===== src/rtl/uart_tx_frame_scheduler.sv =====
// Purpose : arbitrates the UART TX FIFO write port between control frames and tagged comm frames.
// Latency : 1-cycle grant from IDLE; FIFO write registered 1 cycle after each handshake.
// Backpres: Fifo_Full drops both readies combinationally; comm bursts yield to control every BURST_MAX frames.
//
// Ports:
//   clk_i, rst_i                     - UART clock, synchronous active-high reset
//   ctrl_valid_i/ctrl_data_i         - 40-bit pre-formatted control frames, ctrl_ready_o accepts
//   comm_valid_i/comm_data_i/        - 32-bit comm words with packet-last flag and channel,
//   comm_last_i/comm_channel_i         comm_ready_o accepts
//   fifo_full_i                      - TX FIFO full (one slot still reserved after assertion)
//   fifo_we_o/fifo_data_o            - registered TX FIFO write strobe and 40-bit frame
//   busy_o                           - scheduler not in IDLE
//   comm_frame_count_o               - wrapping count of comm frames written
module uart_tx_frame_scheduler #(
    parameter int unsigned BURST_MAX = 16,
    parameter logic [2:0]  COMM_TAG  = 3'b101
) (
    input  logic        clk_i,
    input  logic        rst_i,
    input  logic        ctrl_valid_i,
    input  logic [39:0] ctrl_data_i,
    output logic        ctrl_ready_o,
    input  logic        comm_valid_i,
    input  logic [31:0] comm_data_i,
    input  logic        comm_last_i,
    input  logic [3:0]  comm_channel_i,
    output logic        comm_ready_o,
    input  logic        fifo_full_i,
    output logic        fifo_we_o,
    output logic [39:0] fifo_data_o,
    output logic        busy_o,
    output logic [15:0] comm_frame_count_o
);

    localparam logic [7:0] BURST_LIMIT = 8'(BURST_MAX);

    typedef enum logic [1:0] {
        ST_IDLE = 2'd0,
        ST_CTRL = 2'd1,
        ST_COMM = 2'd2
    } state_t;

    state_t      state_q;
    logic [7:0]  burst_q;
    logic [7:0]  burst_d;
    logic        fifo_we_q;
    logic [39:0] fifo_data_q;
    logic [15:0] frame_cnt_q;
    logic [15:0] frame_cnt_d;
    logic [39:0] comm_frame_d;
    logic        ctrl_hs;
    logic        comm_hs;
    logic        burst_hit;

    // Readies depend only on the state register and FIFO full, so at most one
    // of them can be high in any cycle.
    assign ctrl_ready_o = (state_q == ST_CTRL) && !fifo_full_i;
    assign comm_ready_o = (state_q == ST_COMM) && !fifo_full_i;

    assign ctrl_hs = ctrl_valid_i && ctrl_ready_o;
    assign comm_hs = comm_valid_i && comm_ready_o;

    assign burst_d      = burst_q + 8'd1;
    assign burst_hit    = (burst_d == BURST_LIMIT);
    assign frame_cnt_d  = frame_cnt_q + 16'd1;
    assign comm_frame_d = {COMM_TAG, comm_last_i, comm_channel_i, comm_data_i};

    always_ff @(posedge clk_i) begin
        if (rst_i) begin
            state_q     <= ST_IDLE;
            burst_q     <= 8'd0;
            fifo_we_q   <= 1'b0;
            fifo_data_q <= 40'd0;
            frame_cnt_q <= 16'd0;
        end else begin
            fifo_we_q <= ctrl_hs || comm_hs;
            case (state_q)
                ST_IDLE: begin
                    if (ctrl_valid_i) begin
                        state_q <= ST_CTRL;
                    end else if (comm_valid_i) begin
                        state_q <= ST_COMM;
                        burst_q <= 8'd0;
                    end
                end
                ST_CTRL: begin
                    // One control frame per grant keeps comm starvation bounded too.
                    if (ctrl_hs) begin
                        fifo_data_q <= ctrl_data_i;
                        state_q     <= ST_IDLE;
                    end
                end
                ST_COMM: begin
                    if (comm_hs) begin
                        fifo_data_q <= comm_frame_d;
                        frame_cnt_q <= frame_cnt_d;
                        if (comm_last_i) begin
                            state_q <= ST_IDLE;
                        end else if (burst_hit) begin
                            // Burst boundary: yield only if control is actually waiting,
                            // otherwise restart the burst and keep streaming.
                            burst_q <= 8'd0;
                            if (ctrl_valid_i) begin
                                state_q <= ST_IDLE;
                            end
                        end else begin
                            burst_q <= burst_d;
                        end
                    end
                end
                default: begin
                    state_q <= ST_IDLE;
                end
            endcase
        end
    end

    assign fifo_we_o          = fifo_we_q;
    assign fifo_data_o        = fifo_data_q;
    assign comm_frame_count_o = frame_cnt_q;
    assign busy_o             = (state_q != ST_IDLE);

endmodule


===== config.mk =====
export PLATFORM = sky130hd
export DESIGN_NAME = uart_tx_frame_scheduler
export DESIGN_NICKNAME = d
export VERILOG_FILES = /design/src/rtl/uart_tx_frame_scheduler.sv
export SDC_FILE = /design/constraint.sdc
export NUM_CORES = 1
export LEC_CHECK = 0
export ABC_AREA = 1
export BUFFER_PORTS_ARGS = -buffer_cell sky130_fd_sc_hd__buf_2
export CAP_MARGIN = 5
export CORE_AREA = 8 8 104 82
export DETAILED_ROUTE_END_ITERATION = 12
export DIE_AREA = 0 0 112 90
export PLACE_DENSITY = 0.78
export SYNTH_ARGS = -nofsm -noshare
export SYNTH_HDL_FRONTEND = slang
export SYNTH_SLANG_ARGS = --single-unit

===== constraint.sdc =====
create_clock -name clk_i -period 2 [get_ports clk_i]
set_clock_uncertainty 0.1 [all_clocks]
set_input_delay 0.2 -clock clk_i [delete_from_list [all_inputs] [get_ports clk_i]]
set_output_delay 0.2 -clock clk_i [all_outputs]
set_load 0.05 [all_outputs]

After elaboration in Yosys (flattened, before gate mapping)
Cells that the tools add are included.
{"block": "totals", "ff_bits": 67, "input_bits": 82, "out_inout_bits": 60}
{"block": "op_classes", "add_sub_neg": 2, "n_eq_ne": 11, "n_mux": 17, "reduce_logical": 14}
{"op": "2-to-1 mux 40 bit", "n": 2}
{"op": "case mux 40 bit (2 select lines)", "n": 1}
{"op": "2-to-1 mux 8 bit", "n": 5}
{"op": "adder 16 x 1 -> 16 bit, second input constant", "n": 1}
{"op": "case mux 8 bit (2 select lines)", "n": 1}
{"op": "2-to-1 mux 2 bit", "n": 7}
{"op": "inequality test 2 bit, second input constant", "n": 5}
{"op": "AND reduction 5 bit", "n": 2}
{"op": "inequality test 3 bit, second input constant", "n": 3}
{"op": "adder 8 x 1 -> 8 bit, second input constant", "n": 1}
{"op": "== test 8 x 5 -> 1 bit, second input constant", "n": 1}
{"op": "case mux 2 bit (3 select lines)", "n": 1}
{"op": "nonzero test 2 bit", "n": 3}
{"op": "logical AND 1 bit", "n": 4}
{"op": "AND reduction 3 bit", "n": 1}
{"op": "== test 2 x 1 -> 1 bit, second input constant", "n": 1}
{"op": "== test 2 bit, second input constant", "n": 1}
{"op": "logical NOT 2 bit", "n": 1}
{"op": "AND reduction 2 bit", "n": 1}
{"op": "logical NOT 1 bit", "n": 1}
{"op": "logical OR 1 bit", "n": 1}

Longest topological paths before layout
Gate-level depths: netlist (run 1).
{"block": "depth", "ltp_word": 6, "ltp_mapped": 12}

Worst setup path after synthesis (run 1)
No wires, ideal clock.
{"block": "synth_timing", "kind": "register -> register", "from": "register state_q[0]", "to": "register fifo_data_q[0] (netlist: fifo_data_o[0])", "setup_ns": 0.125, "t_arrival_ns": 2.256, "t_required_ns": 1.775, "path_slack_ns": -0.482, "stages_incl_launch_ff": 8, "synth_period_minus_slack_ns": 2.482, "path_cell_list": "dfxtp_1 -> inv_2 -> nor3_1 -> nand2_1 -> nand2_2 -> buf_2 -> buf_2 -> a31oi_1"}
{"block": "synth_between", "elab_chain_len": 5, "word_cells_on_any_way": 11, "cone_classes": "4 x eq/ne; 1 x mux; 6 x reduce/logical"}
{"item": "from (decl)", "line": "43", "rtl": "state_t state_q;"}
{"item": "from (signal assigned)", "line": "70", "rtl": "state_q <= ST_IDLE;"}
{"item": "from (signal assigned)", "line": "80", "rtl": "state_q <= ST_CTRL;"}
{"item": "from (signal assigned)", "line": "82", "rtl": "state_q <= ST_COMM;"}
{"item": "== test 2 x 1 -> 1 bit", "line": "57", "rtl": "assign ctrl_ready_o = (state_q == ST_CTRL) && !fifo_full_i;"}
{"item": "logical AND 1 bit", "line": "57"}
{"item": "net ctrl_ready_o", "line": "22", "rtl": "output logic ctrl_ready_o,"}
{"item": "logical AND 1 bit", "line": "60", "rtl": "assign ctrl_hs = ctrl_valid_i && ctrl_ready_o;"}
{"item": "inequality test 2 bit (no line)"}
{"item": "AND reduction 3 bit (no line)"}
{"item": "to (signal assigned)", "line": "89", "rtl": "fifo_data_q <= ctrl_data_i;"}
{"item": "to (signal assigned)", "line": "95", "rtl": "fifo_data_q <= comm_frame_d;"}
{"item": "to (decl)", "line": "47", "rtl": "logic [39:0] fifo_data_q;"}
The timed path passes the listed nets, and every way through them passes these cells.
A chain may end at the register's enable or synchronous reset.

Worst setup path after layout (run 1)
{"block": "layout_timing", "from": "register state_q[1]", "to": "register fifo_data_q[35] (netlist: fifo_data_o[35])"}
{"block": "layout_between", "elab_chain_len": 5, "word_cells_on_any_way": 11, "cone_classes": "4 x eq/ne; 1 x mux; 6 x reduce/logical"}
{"item": "== test 2 bit or == test 2 x 1 -> 1 bit (tied branches)", "line": "58, 77, 57"}
{"item": "logical AND 1 bit (on tied branches)", "line": "58, 57"}
{"item": "logical AND 1 bit (on tied branches)", "line": "61, 60"}
{"item": "inequality test 2 bit (no line)"}
{"item": "AND reduction 3 bit (no line)"}
Parallel ways exist; a longest one is shown, timed or not.

==> flow_metrics.env, run 1 <==
export IMPL_critical_path_reg2reg_endpoint="fifo_data_o[35]"
export IMPL_worst_slew_pin_slew_ns=0.3911
export IMPL_critPathArrivalTime_ns=1.95
export IMPL_initial_core_util_pct=44.53
export IMPL_netlist_area_leader_share_pct=42.86
export IMPL_max_vdd_ir_drop_mv=0.7484
export IMPL_dr_total_vias=3465
export IMPL_post_dp_cell_area_um2=3920
export IMPL_finalSetupViolCount=0
export IMPL_max_clock_path_buffers=2
export IMPL_clockRootBuffer="clkbuf_8"
export IMPL_place_congestion=0.9056
export IMPL_clock_power_share_pct=37.5
export IMPL_setup_slack_ns=0.1996
export IMPL_wl_per_cell_um=13.98
export IMPL_power_leakage_nw=2.046
export IMPL_totalNegativeSetupSlack_ns=0
export IMPL_core_rowCount=27
export IMPL_grt_pass1_vias=3470
export IMPL_post_drt_via_cell_ratio=5.126
export IMPL_whs_endpoint="fifo_data_o[18]"
export IMPL_clk_latency_ns=0.33
export IMPL_hold_path_startpoint="ctrl_data_i[18]"
export IMPL_antennaDiodeCount=0
export IMPL_die_height_um=90
export IMPL_finalHoldViolCount=0
export IMPL_r2r_slack_ns=0.20
export IMPL_switching_share_pct=32.95
export IMPL_achievable_frequency_ghz=0.5554
export IMPL_synthesis_area_um2=3129
export IMPL_dp_hpwl_mm=7.254
export IMPL_routed_wirelength_mm=9.450
export IMPL_placement_setup_worst_slack_ns=0.2246
export IMPL_antenna_left=0
export IMPL_total_power_mw=4.038
export IMPL_worstRegToRegCells=7
export IMPL_synth_enable_flop_cells=0
export IMPL_worstPathMaxFanout=17
export IMPL_synthMostInstantiatedCell="nand2_1"
export IMPL_synthesis_area_per_instance_um2=7.032
export IMPL_dr_pass1_iters=4
export IMPL_final_slew_violations=0
export IMPL_holdBufCountCts=0
export IMPL_yosys_warnings=0
export IMPL_pin_count=142
export IMPL_stdcell_count=676
export IMPL_grt_setup_unrepaired="false"
export IMPL_synth_top_area_cell="dfxtp_1"
export IMPL_worst_setup_path_start_kind="register"
export IMPL_ys_dominant_reg_cell="dfxtp_1"
export IMPL_grt_max_degree=46
export IMPL_nets=669
export IMPL_dp_cells=658
export IMPL_cts_max_level=3
export IMPL_kind_of_capture_point_of_the_worst_setup_path="register"
export IMPL_distinct_cells_synth=30
export IMPL_postLayoutCoreUtil_pct=59.97
export IMPL_path_clk_slew_ns=0.08
export IMPL_internal_power_mw=2.708
export IMPL_detail_route_drc_violations=0
export IMPL_synthesis_stage_register_bit_count=67
export IMPL_chipWidth_um=112
export IMPL_postCtsSetupRepairBufs=0
export IMPL_die_area_um2=10080
export IMPL_worst_path_max_delay_cell="dfxtp_1"
export IMPL_required_ns=2.15
export IMPL_share_of_cells_above_drive_strength_1_pct=30.56
export IMPL_grt_antenna_before_repair=0
export IMPL_synth_yosys_seq_area_share_pct=42.86
export IMPL_min_delay_path_class="in -> reg"
export IMPL_max_cap_viol_count=0
export IMPL_combPwrFrac_pct=25.7
export IMPL_post_route_min_period_ns=1.800
export IMPL_crit_chain="nand2_2 > nor2_4 > nand2_4 > nand2_2 > buf_4 > o21ai_0 > a31oi_1"
export IMPL_status="finished, final reports clean"
export IMPL_post_synth_main_area_contributors="dfxtp_1 43%, nand2_1 16%, a31oi_1 7.4%, o21ai_0 7.0%, a21oi_1 4.0%"
export IMPL_cp_slowest_stage_delay_ns=0.40
export IMPL_cts_sinks=67
export IMPL_max_slew_margin_rel_pct=73.92
export IMPL_post_route_cell_area_um2=4214
export IMPL_number_of_standard_cells_after_synthesis=445
export IMPL_cts_repair_resized=0
export IMPL_post_route_period_util_pct=90.02
export IMPL_core_area_um2=7027
export IMPL_path_common_cell="nand2_2"
export IMPL_synth_cells_most_frequent="132 x nand2_1, 67 x dfxtp_1, 44 x o21ai_0"
export IMPL_asyncSetResetFlopFracSynth_pct=0
export IMPL_cts_buffers=9
export IMPL_globalRoute_totalOverflow=0
export IMPL_cts_tree="built"
export IMPL_switchingPower_mw=1.331
export IMPL_gr_usage_all_layers_pct=18.62
export IMPL_grt_pass1_wl_mm=15.55
export IMPL_drtIter0Drc=232
export IMPL_place_port_buffers=141
export IMPL_area_growth_from_synthesis_to_layout_pct=34.67
export IMPL_critical_path_class="reg -> reg"
export IMPL_whs_ns=0.01841
export IMPL_postSynthNetCount=530
export IMPL_min_path_cells=3
export IMPL_worst_r2r_startpoint="state_q[1]"
export IMPL_pwr_share_seq_pct=36.8
export IMPL_power_density_over_the_cells_nw_per_um2=958.3
## registers in the layout, summed over array words and instances, names as in the netlist
signal              count
state_q                 2
fifo_data_o            40
fifo_we_o               1
comm_frame_count_o     16
burst_q                 8
## power by group through the flow
stage          Sequential [mW]  Clock, mW  Combinational (mW)
6_report                  1.49       1.51                1.04
5_1_grt                   1.50       1.61                1.13
4_1_cts                   1.49       1.54                1.04
3_5_place_dp              1.52          0                1.04
3_3_place_gp              1.51          0                1.03
2_1_floorplan             1.83          0               0.426
## cells in the final DEF, fill, tap and decap left out, drive strengths merged
| cell | synthesis | layout |
|---|---|---|
| clkbuf | 11 | 10 |
| o21ai | 48 | 48 |
| and2 | 1 | 1 |
| nor2 | 30 | 30 |
| ha | 3 | 3 |
| clkinv | 1 | 2 |
| inv | 31 | 31 |
| o31ai | 1 | 1 |
| nand3b | 1 | 1 |
| nand3 | 18 | 18 |
| clkinvlp | 0 | 1 |
| xor2 | 2 | 2 |
| nand4 | 7 | 7 |
| o21a | 4 | 4 |
| bufinv | 0 | 4 |
| dfxtp | 67 | 67 |
| buf | 13 | 150 |
| nor3 | 7 | 7 |
| or2 | 1 | 1 |
| a21oi | 25 | 25 |
| dlygate4sd3 | 0 | 2 |
| nand2 | 136 | 136 |
| a31oi | 37 | 37 |
| and3 | 1 | 1 |
## critical path, delay by kind of cell (launching register included)
family | cells | cell delay [ns]
and+or+nand+nor | 4 | 0.64
DFF | 1 | 0.40
AOI/OAI and AO/OA | 2 | 0.32
buffers and inverters | 1 | 0.25
## logic make-up after synthesis
kind of cell / Yosys count / share of synthesized area (%)
buf+inv: 56 / 7.357
compound gates: 115 / 20.27
simple gates: 202 / 27.75
xor+xnor: 2 / 0.5599
flops: 67 / 42.86
fa+ha+maj: 3 / 1.200
## layer usage
metal	share of wire [%]	global-route usage, %	routed length (µm)	vias up
li1	-	-	-	1771
met4	0.99	5.487	94	0
met1	41	19.10	3831	1542
met5	0	0	0	-
met3	12	11.09	1161	8
met2	46	31.40	4362	144
## area by class of cell
class / count / area [µm²]
clock buffer: 10 / 137.6
clock inverter: 6 / 136.4
fill: 679 / 2813
inverter: 32 / 121.4
multi-input combinational: 322 / 1563
sequential: 67 / 1341
tap: 87 / 108.9
timing repair buffer: 152 / 805.8
## how the worst max path moves through the flow
stage,startpoint,to,slack (ns),depth (start not counted)
after floorplan,state_q[1],fifo_data_o[0],0.01,6
after global placement,burst_q[0],state_q[1],0.33,10
after detailed placement,burst_q[0],state_q[1],0.22,10
after CTS,state_q[1],fifo_data_o[35],0.20,7
after global routing,state_q[1],fifo_data_o[35],0.007,7
final,state_q[1],fifo_data_o[35],0.20,7
(Power assumes the default switching activity.)
==> run 2: changes to the inputs <==
Settings changed: CORE_AREA 8 8 104 82 to 2 2 98 76, DIE_AREA 0 0 112 90 to 0 0 100 78.
==> run 2 against run 1 <==
Against the previous run: non-clock buffer count fell by 5; clock-buffer cell count rose by 3; worst hold slack got worse by 0.0048 ns; critical path type unchanged.
==> flow_metrics.env, run 2 (synthesis results as in run 1) <==
export IMPL_finalHoldViolCount=0
export IMPL_cts_sinks=67
export IMPL_max_slew_margin_rel_pct=73.31
export IMPL_drtIter0Drc=137
export IMPL_dr_total_vias=3391
export IMPL_postLayoutCoreUtil_pct=60.45
export IMPL_dp_hpwl_mm=6.150
export IMPL_status="finished, final reports clean"
export IMPL_place_port_buffers=141
export IMPL_nets=664
export IMPL_met3_demand_to_capacity_share_in_global_routing_pct=8.018
export IMPL_post_route_min_period_ns=1.822
export IMPL_clockRootBuffer="clkbuf_8"
export IMPL_crit_chain="ha_1 > nand3_1 > o21ai_0 > nand2_1 > nor2_1 > nand3_1 > nand2_1 > nand3_1 > nand2_1 > inv_1"
export IMPL_max_vdd_ir_drop_mv=0.5311
export IMPL_total_power_mw=3.636
export IMPL_grt_antenna_before_repair=0
export IMPL_worst_setup_path_start_kind="register"
export IMPL_finalSetupViolCount=0
export IMPL_layout_commonest_cell="buf_2"
export IMPL_achievable_frequency_ghz=0.5489
export IMPL_grt_max_degree=75
export IMPL_max_cap_viol_count=0
export IMPL_gr_usage_met1_pct=27.49
export IMPL_gr_usage_all_layers_pct=22.17
export IMPL_initial_core_util_pct=46.25
export IMPL_antennaDiodeCount=0
export IMPL_most_common_layout_cells="141 x buf_2, 132 x nand2_1, 67 x dfxtp_1, 44 x o21ai_0, 37 x a31oi_1"
export IMPL_post_route_period_util_pct=91.08
export IMPL_grt_most_used_layer="met2"
export IMPL_r2r_slack_ns=0.18
export IMPL_cp_buffers_inverters=1
export IMPL_grt_setup_unrepaired="false"
export IMPL_worstPathMaxFanout=8
export IMPL_power_leakage_nw=1.989
export IMPL_path_clk_slew_ns=0.07
export IMPL_globalRoute_totalOverflow=0
export IMPL_cts_tree="built"
export IMPL_largest_register_ffs=40
export IMPL_max_clock_path_buffers=2
export IMPL_totalNegativeSetupSlack_ns=0
export IMPL_antenna_left=0
export IMPL_worst_path_max_delay_cell="dfxtp_1"
export IMPL_core_area_um2=6766
export IMPL_cp_slowest_stage_delay_ns=0.47
export IMPL_post_drt_via_cell_ratio=5.084
export IMPL_worst_slew_pin_slew_ns=0.4003
export IMPL_pin_count=142
export IMPL_power_density_over_the_cells_nw_per_um2=888.9
export IMPL_wl_per_cell_um=12.87
export IMPL_cts_buffers=9
export IMPL_num_fill_cells=624
export IMPL_grt_pass1_wl_mm=13.92
export IMPL_core_rowCount=26
export IMPL_grt_pass1_vias=3053
export IMPL_cts_max_level=3
export IMPL_share_of_cells_above_drive_strength_1_pct=29.67
export IMPL_final_slew_violations=0
export IMPL_routed_wirelength_mm=8.581
export IMPL_detail_route_drc_violations=0
export IMPL_area_growth_from_synthesis_to_layout_pct=30.71
export IMPL_dr_pass1_iters=4
export IMPL_timing_critical_path_max_delay_family="simple AND/OR/NAND/NOR gates"
export IMPL_critical_path_class="reg -> reg"
export IMPL_required_ns=2.14
export IMPL_min_delay_path_class="in -> reg"
export IMPL_place_congestion=0.8744
export IMPL_kind_of_capture_point_of_the_worst_setup_path="register"
export IMPL_clk_latency_ns=0.34
export IMPL_postCtsSetupRepairBufs=0
export IMPL_die_area_um2=7800
export IMPL_die_height_um=78
export IMPL_grt_met2_usage_pct=35.14
export IMPL_critPathArrivalTime_ns=1.96
export IMPL_chipWidth_um=100
-- run 2: cell types whose count changed in the layout (fill, tap and decap cells not counted) --
cell,change
clkinvlp_4,-1
dlygate4sd3_1,-1
clkbuf_1,+2
bufinv_16,-3
clkinv_4,-1
buf_4,-4
clkinv_2,+1
clkbuf_8,+1
-- run 2: layout make-up --
type	instances	area [µm²]	share of cell area, %
flip-flops and latches	67	1341	32.79
inverters	32	121.4	2.967
clock buffers	13	158.9	3.885
clock inverters	2	35.03	0.8565
multi-input cells	322	1563	38.21
well taps	84	105.1	2.570
repair buffers	147	765.7	18.72
-- run 2: repair_timing --
| action | CTS | global route |
|---|---|---|
| resized for setup | 0 | 0 |
| endpoints found under the hold margin | 1 | 0 |
| hold buffers | 1 | 0 |
-- run 2: routing by layer --
layer  vias up  share of wire (%)
met5         -                  0
met4         0                2.3
met3        22                8.7
met2       131                 45
met1      1480                 44
li1       1758                  -
-- run 2: per-stage QoR --
stage          hold slack (ns)  cells  setup slack [ns]  cell area [µm²]
4_1_cts               0.002997    667            0.1882             4090
2_1_floorplan           0.2546    445           0.01438             3134
3_5_place_dp            0.3547    651            0.2227             3886
6_report               0.01364    667            0.1783             4090
5_1_grt                0.01059    667          0.002776             4090
3_3_place_gp            0.3488    651            0.3284             3886
-- run 2: power by group --
part | switching (mW) | total [mW] | internal (mW)
Sequential | 0.0553 | 1.49 | 1.43
Clock | 0.493 | 1.13 | 0.637
Combinational | 0.749 | 1.02 | 0.268
Total | 1.30 | 3.64 | 2.34
-- run 2: worst reg2reg max path: cells and delay by family, from the launching register on --
family                     cells  cell delay [ns]
buffers and inverters          1             0.04
AOI/OAI and AO/OA              1             0.17
and+or+nand+nor                7             0.69
DFF                            1             0.47
adders and majority gates      1             0.27
-- run 2: worst paths after layout --
check                                     start              end  depth (start not counted)
worst max-delay path                 burst_q[0]       state_q[1]                         10
worst min-delay path             ctrl_data_i[6]   fifo_data_o[6]                          3
worst max register to register       burst_q[0]       state_q[1]                         10
worst min register to register  fifo_data_o[39]  fifo_data_o[39]                          2
==> run 3: changes to the inputs <==
Settings changed: ABC_AREA 1 to not set, CORE_AREA 2 2 98 76 to 2 2 97 76, DIE_AREA 0 0 100 78 to 0 0 99 78.
==> run 3 against run 2 <==
Against the previous run: sequential share of layout area is 0.15 points lower; cell count is 9.4% lower; die area is 1.0% lower; critical path type unchanged; total power is 16% lower; largest power group unchanged; largest cell class unchanged; clock power is 5% lower; routed wire length is 0.99% lower; core utilization is 1.6 points higher; highest routed layer unchanged.
==> flow_metrics.env, run 3 <==
export IMPL_share_of_cells_above_drive_strength_1_pct=35.58
export IMPL_wl_met3_um=524
export IMPL_finalHoldViolCount=0
export IMPL_wl_per_cell_um=14.07
export IMPL_synthesis_stage_register_bit_count=67
export IMPL_total_power_mw=3.037
export IMPL_dp_cells=589
export IMPL_detail_route_drc_violations=0
export IMPL_dp_hpwl_mm=6.077
export IMPL_switching_share_pct=29.79
export IMPL_asyncSetResetFlopFracSynth_pct=0
export IMPL_distinct_cells_synth=46
export IMPL_place_port_buffers=141
export IMPL_dr_total_vias=3173
export IMPL_holdBufCountCts=0
export IMPL_timing_critical_path_max_delay_family="compound AO/OA/AOI/OAI gates"
export IMPL_finalSetupViolCount=0
export IMPL_post_route_period_util_pct=94.15
export IMPL_routed_wirelength_mm=8.496
export IMPL_ys_dominant_reg_cell="dfxtp_1"
export IMPL_cts_tree="built"
export IMPL_max_cap_viol_count=0
export IMPL_initial_core_util_pct=46.29
export IMPL_synth_cells_most_frequent="86 x nand2_1, 67 x dfxtp_1, 64 x nor2_1"
export IMPL_place_congestion=0.9068
export IMPL_die_area_um2=7722
export IMPL_area_growth_from_synthesis_to_layout_pct=34.13
export IMPL_power_leakage_nw=1.841
export IMPL_grt_setup_unrepaired="false"
export IMPL_kind_of_capture_point_of_the_worst_setup_path="register"
export IMPL_postCtsSetupRepairBufs=0
export IMPL_min_delay_path_class="in -> reg"
export IMPL_chipWidth_um=99
export IMPL_yosys_warnings=0
export IMPL_synth_enable_flop_cells=0
export IMPL_synth_yosys_seq_area_share_pct=43.45
export IMPL_achievable_frequency_ghz=0.5311
export IMPL_grt_pass1_wl_mm=13.68
export IMPL_combPwrFrac_pct=18.4
export IMPL_layout_commonest_cell="buf_2"
export IMPL_synthesis_area_um2=3087
export IMPL_nets=601
export IMPL_synthMostInstantiatedCell="nand2_1"
export IMPL_cp_buffers_inverters=0
export IMPL_antenna_left=0
export IMPL_die_height_um=78
export IMPL_synth_top_area_cell="dfxtp_1"
export IMPL_critical_path_class="reg -> reg"
export IMPL_worst_slew_pin_slew_ns=0.3924
export IMPL_post_route_min_period_ns=1.883
export IMPL_cts_max_level=3
export IMPL_antennaDiodeCount=0
export IMPL_clock_power_share_pct=35.1
export IMPL_drtIter0Drc=138
export IMPL_clockRootBuffer="clkbuf_8"
export IMPL_power_density_over_the_cells_nw_per_um2=733.6
export IMPL_stdcell_count=604
export IMPL_internal_power_mw=2.133
export IMPL_postSynthNetCount=469
export IMPL_grt_pass1_vias=2947
export IMPL_cts_buffers=9
export IMPL_worst_setup_path_start_kind="register"
export IMPL_most_common_layout_cells="141 x buf_2, 86 x nand2_1, 64 x nor2_1, 61 x dfxtp_1, 37 x a311oi_1"
export IMPL_netlist_area_leader_share_pct=43.45
export IMPL_status="finished, final reports clean"
export IMPL_critPathArrivalTime_ns=2.01
export IMPL_core_area_um2=6669
export IMPL_max_slew_margin_rel_pct=73.84
export IMPL_path_clk_slew_ns=0.07
export IMPL_detail_route_wirelength_met1_mm=3.701
export IMPL_routed_top_layer="met4"
export IMPL_gr_usage_all_layers_pct=21.83
export IMPL_post_drt_via_cell_ratio=5.253
export IMPL_max_clock_path_buffers=2
export IMPL_met2_length_mm=4.171
export IMPL_dr_pass1_iters=4
export IMPL_switchingPower_mw=0.9049
export IMPL_synthesis_area_per_instance_um2=8.038
export IMPL_largest_register_ffs=40
export IMPL_grt_antenna_before_repair=0
export IMPL_post_synth_main_area_contributors="dfxtp_1 43%, a311oi_1 10%, nand2_1 10%, nor2_1 7.8%, xor2_1 3.4%"
export IMPL_pwr_share_seq_pct=46.5
export IMPL_clk_latency_ns=0.34
export IMPL_required_ns=2.13
export IMPL_max_vdd_ir_drop_mv=0.4257
export IMPL_globalRoute_totalOverflow=0
export IMPL_totalNegativeSetupSlack_ns=0
export IMPL_core_rowCount=26
export IMPL_cp_slowest_stage_delay_ns=0.36
export IMPL_worstPathMaxFanout=6
export IMPL_crit_chain="and4_2 > and2_1 > o311ai_2 > a211oi_2 > a221o_1"
export IMPL_worst_path_max_delay_cell="dfxtp_2"
export IMPL_number_of_standard_cells_after_synthesis=384
export IMPL_cts_sinks=67
export IMPL_pin_count=142
export IMPL_final_slew_violations=0
export IMPL_grt_max_degree=63
## run 3: cell count changes in the layout (fill, tap and decap cells not counted), sizes merged, moves of 30 or more
cell | previous run | this run
inv | 31 | 1
a311oi | 0 | 37
nand2 | 136 | 86
o21ai | 48 | 9
a31oi | 37 | 4
nor2 | 30 | 64
## run 3: final cells by class
type	instances	area [µm²]
multi-input cells	285	1659
repair buffers	152	838.3
inverters	1	3.754
flip-flops and latches	67	1351
clock inverters	5	55.05
fillers	620	2529
well taps	84	105.1
clock buffers	10	127.6
## run 3: worst paths after layout
path | from | slack, ns | cells past startpoint | end
max | burst_q[3] | 0.12 | 5 | burst_q[4]
min | comm_data_i[6] | 0.01 | 3 | fifo_data_o[6]
max reg2reg | burst_q[3] | 0.12 | 5 | burst_q[4]
min reg2reg | fifo_data_o[38] | 0.39 | 2 | fifo_data_o[38]
## run 3: cell families (layout without fill, tap and decap cells)
group / count (synthesis) / in the layout / synth area share, %
AOI/OAI and AO/OA: 70 / 70 / 17.19
xor gates and xnor gates: 14 / 14 / 3.973
adders and majority gates: 3 / 3 / 1.216
buffers and inverters: 32 / 168 / 4.581
DFF: 67 / 67 / 43.45
muxes: 2 / 2 / 0.6891
and+or+nand+nor: 196 / 196 / 28.90
## run 3: power groups by stage
stage | registers [mW] | logic [mW] | clock network [mW]
after CTS | 1.41 | 0.561 | 1.09
after detailed placement | 1.44 | 0.559 | 0
after global routing | 1.42 | 0.605 | 1.15
final | 1.41 | 0.559 | 1.07
after floorplan | 1.60 | 0.203 | 0
after global placement | 1.44 | 0.551 | 0
## run 3: through the flow
step                worst slack (ns)  hold WS, ns  util (%)  area [µm²]
finish                        0.1171      0.01115     62.08        4140
global route                0.008326     0.006965     62.08        4140
CTS                          0.01794    0.0001897     61.71        4115
detailed placement          -0.01806       0.3699     58.69        3914
global placement             0.08680       0.3640     58.69        3914
floorplan                   -0.02281       0.2073         -        3094
## run 3: timing repair
| item | 4_1_cts | 5_1_grt |
|---|---|---|
| pin swaps | 0 | 2 |
| resized for setup | 6 | 8 |
| endpoints found under the hold margin | 0 | 0 |
| endpoints found under the setup margin | 3 | 3 |
## run 3: worst reg2reg max path: stages (launching register included)
cell and delay (ns):
dfxtp_2 0.36, and4_2 0.28, and2_1 0.20, o311ai_2 0.36
a211oi_2 0.16, a221o_1 0.32
## run 3: per-layer routing
metal,track usage (%),vias up
li1,-,1611
met1,26.97,1457
met2,36.96,98
met3,7.117,7
met4,5.205,0
met5,0,-
